===== config.mk =====
export PLATFORM = sky130hd
export DESIGN_NAME = mem_stage_lsu
export DESIGN_NICKNAME = d
export VERILOG_FILES = /design/src/rtl/mem_stage_lsu_pkg.sv /design/src/rtl/mem_stage_lsu_align.sv /design/src/rtl/mem_stage_lsu.sv
export SDC_FILE = /design/constraint.sdc
export NUM_CORES = 1
export LEC_CHECK = 0
export CAP_MARGIN = 5
export CORE_MARGIN = 1
export CORE_UTILIZATION = 45
export CTS_CLUSTER_DIAMETER = 150
export CTS_CLUSTER_SIZE = 24
export DETAILED_ROUTE_END_ITERATION = 6
export PLACE_DENSITY_LB_ADDON = 0.08
export REMOVE_ABC_BUFFERS = 1
export SLEW_MARGIN = 20
export SYNTH_ARGS = -nofsm -noshare
export SYNTH_HDL_FRONTEND = slang
export SYNTH_SLANG_ARGS = --single-unit

===== constraint.sdc =====
create_clock -name clk -period 9.2 [get_ports clk]
set_input_delay 2.76 -clock clk [delete_from_list [all_inputs] [get_ports clk]]
set_output_delay 2.76 -clock clk [all_outputs]
set_load 0.01 [all_outputs]

===== src/rtl/mem_stage_lsu_pkg.sv =====
// -----------------------------------------------------------------------------
// mem_stage_pkg
// Shared definitions for the memory-stage load/store unit:
//   - RISC-V load/store Funct3 encodings
//   - LSU handshake FSM state type
//   - access size (log2 bytes) to address alignment mask table
// -----------------------------------------------------------------------------
package mem_stage_pkg;

    localparam logic [2:0] F3_B  = 3'b000;
    localparam logic [2:0] F3_H  = 3'b001;
    localparam logic [2:0] F3_W  = 3'b010;
    localparam logic [2:0] F3_D  = 3'b011;
    localparam logic [2:0] F3_BU = 3'b100;
    localparam logic [2:0] F3_HU = 3'b101;
    localparam logic [2:0] F3_WU = 3'b110;

    // Explicit encodings keep the state values identical to the legacy design.
    typedef enum logic [1:0] {
        ST_IDLE = 2'd0,
        ST_REQ  = 2'd1,
        ST_WAIT = 2'd2
    } lsu_state_e;

    // Indexed by access size (log2 of byte count): low address bits that must be 0.
    localparam logic [2:0] ALIGN_MASK [4] = '{3'b000, 3'b001, 3'b011, 3'b111};

endpackage


===== src/rtl/mem_stage_lsu_align.sv =====
// -----------------------------------------------------------------------------
// lsu_align
// Combinational sub-word helper for the memory stage.
// Ports:
//   funct3_i    access size/sign (Funct3)
//   addr_lo_i   low three bits of the effective address
//   wdata_i     store data from the register file
//   rdata_i     raw word returned by the cache
//   be_o        byte enables for the addressed lanes
//   wdata_rep_o store data replicated across all lanes of its size
//   bad_o       illegal Funct3 or misaligned address
//   rdata_ext_o selected load lane, sign- or zero-extended to XLEN
// -----------------------------------------------------------------------------
module lsu_align
    import mem_stage_pkg::*;
#(
    parameter int unsigned XLEN = 32
) (
    input  logic [2:0]        funct3_i,
    input  logic [2:0]        addr_lo_i,
    input  logic [XLEN-1:0]   wdata_i,
    input  logic [XLEN-1:0]   rdata_i,
    output logic [XLEN/8-1:0] be_o,
    output logic [XLEN-1:0]   wdata_rep_o,
    output logic              bad_o,
    output logic [XLEN-1:0]   rdata_ext_o
);

    localparam int unsigned NB   = XLEN / 8;
    localparam int unsigned OFFW = $clog2(NB);

    logic [1:0]      size;
    logic [OFFW-1:0] off;
    int unsigned     off_u;
    int unsigned     nbytes;
    int unsigned     nbits;
    logic            illegal;
    logic            misalign;
    logic            msb;
    logic [XLEN-1:0] shifted;

    assign size  = funct3_i[1:0];
    assign off   = addr_lo_i[OFFW-1:0];
    assign off_u = {{(32-OFFW){1'b0}}, off};

    // Doubleword and unsigned-word only exist on RV64.
    assign illegal  = (funct3_i == 3'b111) ||
                      ((XLEN == 32) && ((funct3_i == F3_D) || (funct3_i == F3_WU)));
    assign misalign = |(addr_lo_i & ALIGN_MASK[size]);
    assign bad_o    = illegal | misalign;

    always_comb begin
        nbytes = 32'd1 << size;
        for (int unsigned i = 0; i < NB; i++) begin
            be_o[i] = (i >= off_u) && (i < off_u + nbytes);
        end
    end

    always_comb begin
        case (size)
            2'd0:    wdata_rep_o = {NB{wdata_i[7:0]}};
            2'd1:    wdata_rep_o = {(NB/2){wdata_i[15:0]}};
            2'd2:    wdata_rep_o = {(NB/4){wdata_i[31:0]}};
            default: wdata_rep_o = wdata_i;
        endcase
    end

    // Move the addressed lane down to bit 0, then extend above the access width.
    assign shifted = rdata_i >> {off, 3'b000};

    always_comb begin
        nbits = 32'd8 << size;
        case (size)
            2'd0:    msb = shifted[7];
            2'd1:    msb = shifted[15];
            2'd2:    msb = shifted[31];
            default: msb = shifted[XLEN-1];
        endcase
        // funct3[2] marks the unsigned variants
        msb = msb & ~funct3_i[2];
        for (int unsigned i = 0; i < XLEN; i++) begin
            rdata_ext_o[i] = (i < nbits) ? shifted[i] : msb;
        end
    end

endmodule


===== src/rtl/mem_stage_lsu.sv =====
// -----------------------------------------------------------------------------
// mem_stage_lsu
// Pipeline memory stage with valid/ready cache handshake, sub-word loads and
// stores, misalignment trapping, response watchdog and the MEM/WB register.
// Ports:
//   clk, rst              clock, synchronous active-low reset
//   *M inputs             instruction fields from the EX/MEM register
//   mem_req_*             request channel to the cache (word-aligned address,
//                         lane-replicated store data, byte enables)
//   mem_resp_valid/rdata  response / write acknowledge from the cache
//   MemStall              holds IF/ID/EX and the M inputs while a request is open
//   *W outputs            MEM/WB register, plus MisalignW / BusErrW trap flags
// -----------------------------------------------------------------------------
module mem_stage_lsu
    import mem_stage_pkg::*;
#(
    parameter int unsigned XLEN    = 32,
    parameter int unsigned ADDR_W  = 32,
    parameter int unsigned RD_W    = 5,
    parameter int unsigned TIMEOUT = 255
) (
    input  logic              clk,
    input  logic              rst,
    input  logic              RegwriteM,
    input  logic [1:0]        ResultSrcM,
    input  logic              MemwriteM,
    input  logic              MemreadM,
    input  logic [2:0]        Funct3M,
    input  logic [RD_W-1:0]   RdM,
    input  logic [XLEN-1:0]   ALUResultM,
    input  logic [XLEN-1:0]   WriteDataM,
    input  logic [XLEN-1:0]   pc_plus4M,
    output logic              mem_req_valid,
    input  logic              mem_req_ready,
    output logic              mem_req_we,
    output logic [ADDR_W-1:0] mem_req_addr,
    output logic [XLEN-1:0]   mem_req_wdata,
    output logic [XLEN/8-1:0] mem_req_be,
    input  logic              mem_resp_valid,
    input  logic [XLEN-1:0]   mem_resp_rdata,
    output logic              MemStall,
    output logic              RegwriteW,
    output logic [1:0]        ResultSrcW,
    output logic [RD_W-1:0]   RdW,
    output logic [XLEN-1:0]   ALUResultW,
    output logic [XLEN-1:0]   ReadDataW,
    output logic [XLEN-1:0]   pc_plus4W,
    output logic              MisalignW,
    output logic              BusErrW
);

    localparam logic [ADDR_W-1:0] OFF_MASK = ADDR_W'(XLEN / 8 - 1);

    lsu_state_e      state_q, state_d;
    logic [31:0]     wdog_q, wdog_d;

    logic            access;
    logic            bad;
    logic            go;
    logic            resp_hit;
    logic            expire;
    logic [XLEN-1:0] rdata_ext;

    logic            regwrite_q;
    logic [1:0]      resultsrc_q;
    logic [RD_W-1:0] rd_q;
    logic [XLEN-1:0] alures_q;
    logic [XLEN-1:0] rdata_q;
    logic [XLEN-1:0] pc4_q;
    logic            misalign_q;
    logic            buserr_q;

    lsu_align #(
        .XLEN (XLEN)
    ) u_align (
        .funct3_i    (Funct3M),
        .addr_lo_i   (ALUResultM[2:0]),
        .wdata_i     (WriteDataM),
        .rdata_i     (mem_resp_rdata),
        .be_o        (mem_req_be),
        .wdata_rep_o (mem_req_wdata),
        .bad_o       (bad),
        .rdata_ext_o (rdata_ext)
    );

    assign access   = MemreadM | MemwriteM;
    assign go       = access & ~bad;
    assign resp_hit = (state_q == ST_WAIT) & mem_resp_valid;
    // A response on the expiry cycle takes priority over the bus error.
    assign expire   = (TIMEOUT != 0) && (state_q == ST_WAIT) && !mem_resp_valid &&
                      (wdog_q == TIMEOUT);

    assign MemStall      = go & ~(resp_hit | expire);
    assign mem_req_valid = rst & go & (state_q != ST_WAIT);
    assign mem_req_we    = MemwriteM;
    assign mem_req_addr  = ALUResultM[ADDR_W-1:0] & ~OFF_MASK;

    always_comb begin
        state_d = state_q;
        wdog_d  = wdog_q;
        case (state_q)
            ST_IDLE: begin
                if (go) begin
                    state_d = mem_req_ready ? ST_WAIT : ST_REQ;
                    wdog_d  = '0;
                end
            end
            ST_REQ: begin
                if (mem_req_ready) begin
                    state_d = ST_WAIT;
                    wdog_d  = '0;
                end
            end
            ST_WAIT: begin
                if (resp_hit || expire) begin
                    state_d = ST_IDLE;
                end else begin
                    wdog_d = wdog_q + 32'd1;
                end
            end
            default: state_d = ST_IDLE;
        endcase
    end

    always_ff @(posedge clk) begin
        if (!rst) begin
            state_q <= ST_IDLE;
            wdog_q  <= '0;
        end else begin
            state_q <= state_d;
            wdog_q  <= wdog_d;
        end
    end

    // MEM/WB register: advances whenever the stage is not stalled.
    always_ff @(posedge clk) begin
        if (!rst) begin
            regwrite_q  <= 1'b0;
            resultsrc_q <= '0;
            rd_q        <= '0;
            alures_q    <= '0;
            rdata_q     <= '0;
            pc4_q       <= '0;
            misalign_q  <= 1'b0;
            buserr_q    <= 1'b0;
        end else if (!MemStall) begin
            regwrite_q  <= RegwriteM & ~(access & bad) & ~expire;
            resultsrc_q <= ResultSrcM;
            rd_q        <= RdM;
            alures_q    <= ALUResultM;
            rdata_q     <= (MemreadM & resp_hit) ? rdata_ext : '0;
            pc4_q       <= pc_plus4M;
            misalign_q  <= access & bad;
            buserr_q    <= expire;
        end
    end

    assign RegwriteW  = regwrite_q;
    assign ResultSrcW = resultsrc_q;
    assign RdW        = rd_q;
    assign ALUResultW = alures_q;
    assign ReadDataW  = rdata_q;
    assign pc_plus4W  = pc4_q;
    assign MisalignW  = misalign_q;
    assign BusErrW    = buserr_q;

endmodule


* Yosys cells after proc, flatten, opt, wreduce, memory -nomap -nowiden
Index checks and enable logic that the tools add are counted.
Storage, ports and cells: register bits after elaboration 140
Operators by class: $add $sub $neg 2, shift-type cells 3, muxes and demuxes 47, reductions and logical operators 16, eq/ne operators 12, bitwise operators 20, magnitude comparators 41
Operators with widths (count):
- $lt A5 B32 Y1 const A | 16
- $lt A4 B32 Y1 const A | 8
- $lt A1 B32 Y1 const A | 4
- $lt A2 B32 Y1 const A | 4
- $lt A3 B32 Y1 const A | 4
- $mux W32 | 4
- $pmux W32 S3 | 1
- $pmux W32 S2 | 1
- $add A2 B32 Y32 | 1
- $add A32 B1 Y32 const B | 1
- $eq A32 B8 Y1 const B | 1
- $mux W1 | 32
- $shl A1 B2 Y32 const A | 1
- $shl A4 B2 Y32 const A | 1
- $shr A32 B5 Y32 | 1
- $and A1 B1 Y1 | 10
- $mux W2 | 4
- $ne A2 B2 Y1 const B | 4
- $bmux W3 S2 | 1
- $eq A3 B3 Y1 const B | 2
- $logic_and A1 B1 Y1 | 6
- $mux W3 | 2
- $pmux W2 S3 | 1
- $not A1 Y1 | 5
- 18 further kinds | 26

* Longest topological paths before layout
word-level depth 11, depth in mapped cells 10

* Modules after synthesis
Synthesis repeated with hierarchy kept, for this count alone.
Unflattened totals: cells, all modules 900, area total of the unflattened synthesis 7622.3 µm²
Modules (own cells, without submodules):
- mem_stage_lsu | area an instance 6241.0 µm², cells an instance 710, sequential area each 2802.7 µm², times used 1
- lsu_align | area an instance 1381.3 µm², cells an instance 190, sequential area each 0.0 µm², times used 1

* Least setup slack after synthesis
OpenSTA, ideal clock, no wires.
kind input to output, start point in ALUResultM[1], end point out mem_req_be[2], stages on the path 10, path slack 1.670 ns, path buffers 3, arrival time 4.770 ns, path through buf_2 -> buf_1 -> clkbuf_1 -> xnor2_1 -> ha_1 -> or2_2 -> o21a_1 -> o22a_1 -> a21oi_1 -> a21oi_1
On the way: word-level cells in the longest chain between the ends 3, elaborated cells on any way between the ends 4, those cells by class add/sub: 1; order compare: 2; reduce/logical: 1
Ends and longest elaborated chain:
- from (decl) | RTL line mem_stage_lsu.sv:30 | input logic [XLEN-1:0] ALUResultM,
- $add A2 B32 Y32 | RTL line mem_stage_lsu_align.sv:55 | be_o[i] = (i >= off_u) && (i < off_u + nbytes);
- $lt A2 B32 Y1 | RTL line mem_stage_lsu_align.sv:55
- $logic_and A1 B1 Y1 * | RTL line mem_stage_lsu_align.sv:55
- to (decl) | RTL line mem_stage_lsu.sv:38 | output logic [XLEN/8-1:0] mem_req_be,
Mark *: on every way between the ends. The rest lies on a longest branch, timed or not.

* Worst setup path after layout
start point in Funct3M[1], end point out mem_req_be[2]
On the way: word-level cells in the longest chain between the ends 4
Ends and longest elaborated chain:
- from (decl) | RTL line mem_stage_lsu.sv:28 | input logic [2:0] Funct3M,
- $shl A1 B2 Y32 | RTL line mem_stage_lsu_align.sv:53 | nbytes = 32'd1 << size;
- $add A2 B32 Y32 | RTL line mem_stage_lsu_align.sv:55
- $lt A2 B32 Y1 | RTL line mem_stage_lsu_align.sv:55
- $logic_and A1 B1 Y1 | RTL line mem_stage_lsu_align.sv:55
Every way passes these cells.

==> impl_metrics.json <==
{
  "outcome": "completed",
  "path_class": "in -> out",
  "min_period_ns": 8.19,
  "dieArea_um2": 15900,
  "p_per_area_nw_per_um2": 163,
  "cts_hold_buf": 0,
  "clock_sinks": 140,
  "grt_max_degree": 84,
  "critical_path.endpoint_type": "output port",
  "synth_top_family_by_area": "simple AND/OR/NAND/NOR gates",
  "fmax_mhz": 122,
  "yosysTopAreaCellShare_pct": 40.5,
  "cts.path.max_buffers": 2,
  "grt_pass1_wl_um": 34600,
  "wl_per_cell_um": 17.7,
  "synth_compound_area_share_pct": 18.9,
  "ys_ff_latch": 140,
  "yosysMostFrequentCell": "nand2_1",
  "setup_viol": 0,
  "num_antenna_cells": 0,
  "p_leak_nw": 4.04,
  "tightest_slew_ns": 1.02,
  "fill_cells": 1175,
  "synth_xor_area_share_pct": 1.77,
  "area_delta_synth_final_pct": 51.9,
  "total_power_mw": 1.71,
  "slew_headroom_pct": 31.1,
  "vias": 6740,
  "cts_setup_buffers": 0,
  "grt_pass1_vias": 6143,
  "gp_congestion": 0.878,
  "ys_top_cells_by_area": "dfxtp_1, nand2_1, a21boi_1",
  "synth_edf_count": 0,
  "synth-main-ff-cell": "dfxtp_1",
  "die_y_um": 126,
  "vdd_drop_max_uv": 146,
  "cts_resized": 0,
  "hold_viol": 0,
  "rsz0062_at_grt": "false",
  "synthSimpleGateAreaFrac_pct": 22.2,
  "yosysWarnings": 0,
  "die_x_um": 126,
  "synth_cell_type_count": 61,
  "synthArstFlopShare_pct": 0,
  "wl_um": 22200,
  "io_pins": 322,
  "grt-ovfl-total": 0,
  "cpPeakStageDelay_ns": 0.79,
  "synth_area_leader_cell": "dfxtp_1",
  "ys_seq_area_share_pct": 40.5,
  "dp_hpwl_um": 15800,
  "synthMuxAreaShare_pct": 7.85,
  "cts_made_buffers": 17,
  "initial_core_util_pct": 46.9,
  "start_kind": "input port",
  "cts_tree": "built",
  "clock_latency_ns": 0.43,
  "antenna_found_initial": 0,
  "path_max_fanout": 15,
  "dr.pass1.iters": 5,
  "via_per_inst": 5.36,
  "drt_first_iter_violations": 581,
  "grt.total_usage_pct": 27.9,
  "critPathBufInv": 2,
  "portBuffers": 319,
  "critPathRequiredTime_ns": 6.44,
  "maxSlewViolCount": 0,
  "ys_top_cells_by_count": "nand2_1, dfxtp_1, a21boi_1",
  "postSynthAreaPerCell_um2": 8.61,
  "slowest_stage": "clkdlybuf4s50_1",
  "path_clk_slew_ns": 0.06,
  "drc": 0,
  "rows": 44,
  "period_share_pct": 89.1,
  "h-tree-depth": 4,
  "core_area_um2": 14800,
  "drive_gt1_share_pct": 8.57,
  "fin_skew_ns": 0.00956,
  "cp.arrival_ns": 5.43,
  "synth_adder_area_share_pct": 0.543,
  "netlist_instances": 803,
  "fin_tns_setup_ns": 0,
  "ant_nets": 0,
  "crit_chain": "clkdlybuf4s50_1 > nor2_1 > ha_1 > ha_1 > or2_2 > o21a_1 > o22a_1 > a21oi_1 > a21oi_1 > clkdlybuf4s50_1",
  "syn_area_um2": 6920,
  "hold_path_class": "reg -> reg",
  "nets": 1208,
  "crit_family": "buffers and inverters",
  "cts_root_buffer": "clkbuf_16",
  "max_cap_violations": 0
}
## stage by stage
step / setup slack [ns] / instances / area, um2 / hold WS (ns) / utilization, %
2_1_floorplan: 1.36 / 712 / 6370 / 0.459 / -
3_3_place_gp: 1.08 / 1225 / 9860 / 0.437 / 66.8
3_5_place_dp: 1.05 / 1225 / 9860 / 0.441 / 66.8
4_1_cts: 1.04 / 1257 / 10500 / 0.448 / 71.2
5_1_grt: 0.850 / 1257 / 10500 / 0.463 / 71.2
6_report: 1.01 / 1257 / 10500 / 0.444 / 71.2
## cell families after synthesis
family                     Yosys count
DFF                                140
other                                1
buffers and inverters               95
AOI/OAI and AO/OA                  183
muxes                               51
and+or+nand+nor                    316
xor gates and xnor gates            14
adders and majority gates            3
## layout make-up
cell class                      instances  area, um2  share of cell area (%)
Sequential cell                       140       2800                    26.7
Tap cell                              184        230                    2.19
Clock buffer                           17        425                    4.05
Inverter                                3       11.3                   0.107
Clock inverter                         15        220                    2.10
Timing Repair Buffer                  329       3260                    31.1
Multi-Input combinational cell        569       3550                    33.8
## layout by cell type, fill, tap and decap left out, types with 3 or more instances in the layout
cell / instances
a21boi_1: 51
mux2_2: 26
or4_1: 7
nor4b_1: 3
xnor2_1: 12
o21ai_1: 6
o21ai_0: 27
a221o_1: 16
nor2_1: 34
a21oi_1: 22
nor2b_1: 4
and4_1: 5
or3_1: 6
bufinv_16: 5
and3_1: 14
nand2b_1: 3
dfxtp_1: 140
buf_4: 10
nand4_1: 7
o21a_1: 4
ha_1: 3
clkbuf_16: 17
or2_2: 3
clkinv_2: 4
a22o_1: 15
nand3_1: 11
nor4_2: 3
nor3_1: 6
nand2_1: 186
clkdlybuf4s50_1: 318
nor4_1: 8
a21boi_0: 23
mux2i_1: 25
o211ai_1: 5
## tightest hold or removal path: cells and delay by family (launching register included)
kind | cells | cell delay [ns]
flops | 1 | 0.30
simple gates | 1 | 0.05
compound gates | 1 | 0.04
## registers in the layout, summed over array words and instances, names as in the netlist
signal / count
ReadDataW: 32
wdog_q: 32
pc_plus4W: 32
ALUResultW: 32
BusErrW: 1
RegwriteW: 1
RdW: 5
state_q: 2
ResultSrcW: 2
MisalignW: 1
## where the power goes
group          internal, mW  switching (mW)  leakage [nW]
clock                 0.481           0.273         0.313
sequential            0.631          0.0125          1.14
combinational         0.171           0.140          2.58
total                  1.28           0.426          4.04
## path summary, 6_finish.rpt
check	slack (ns)	depth (start not counted)	to	startpoint
setup / recovery	1.01	10	mem_req_be[2]	Funct3M[1]
hold / removal	0.44	2	ALUResultW[12]	ALUResultW[12]
setup reg to reg	6.60	5	ReadDataW[31]	state_q[1]
hold reg to reg	0.44	2	ALUResultW[12]	ALUResultW[12]
## layer usage
metal  GRT usage [%]  wire length [um]  up-vias
li1                -                 -     3299
met1            35.0              9440     3206
met2            48.4             11300      219
met3            5.82              1250       16
met4            7.65               247        0
met5               0                 0        -
Note: power is estimated with default switching activity, not from simulation.
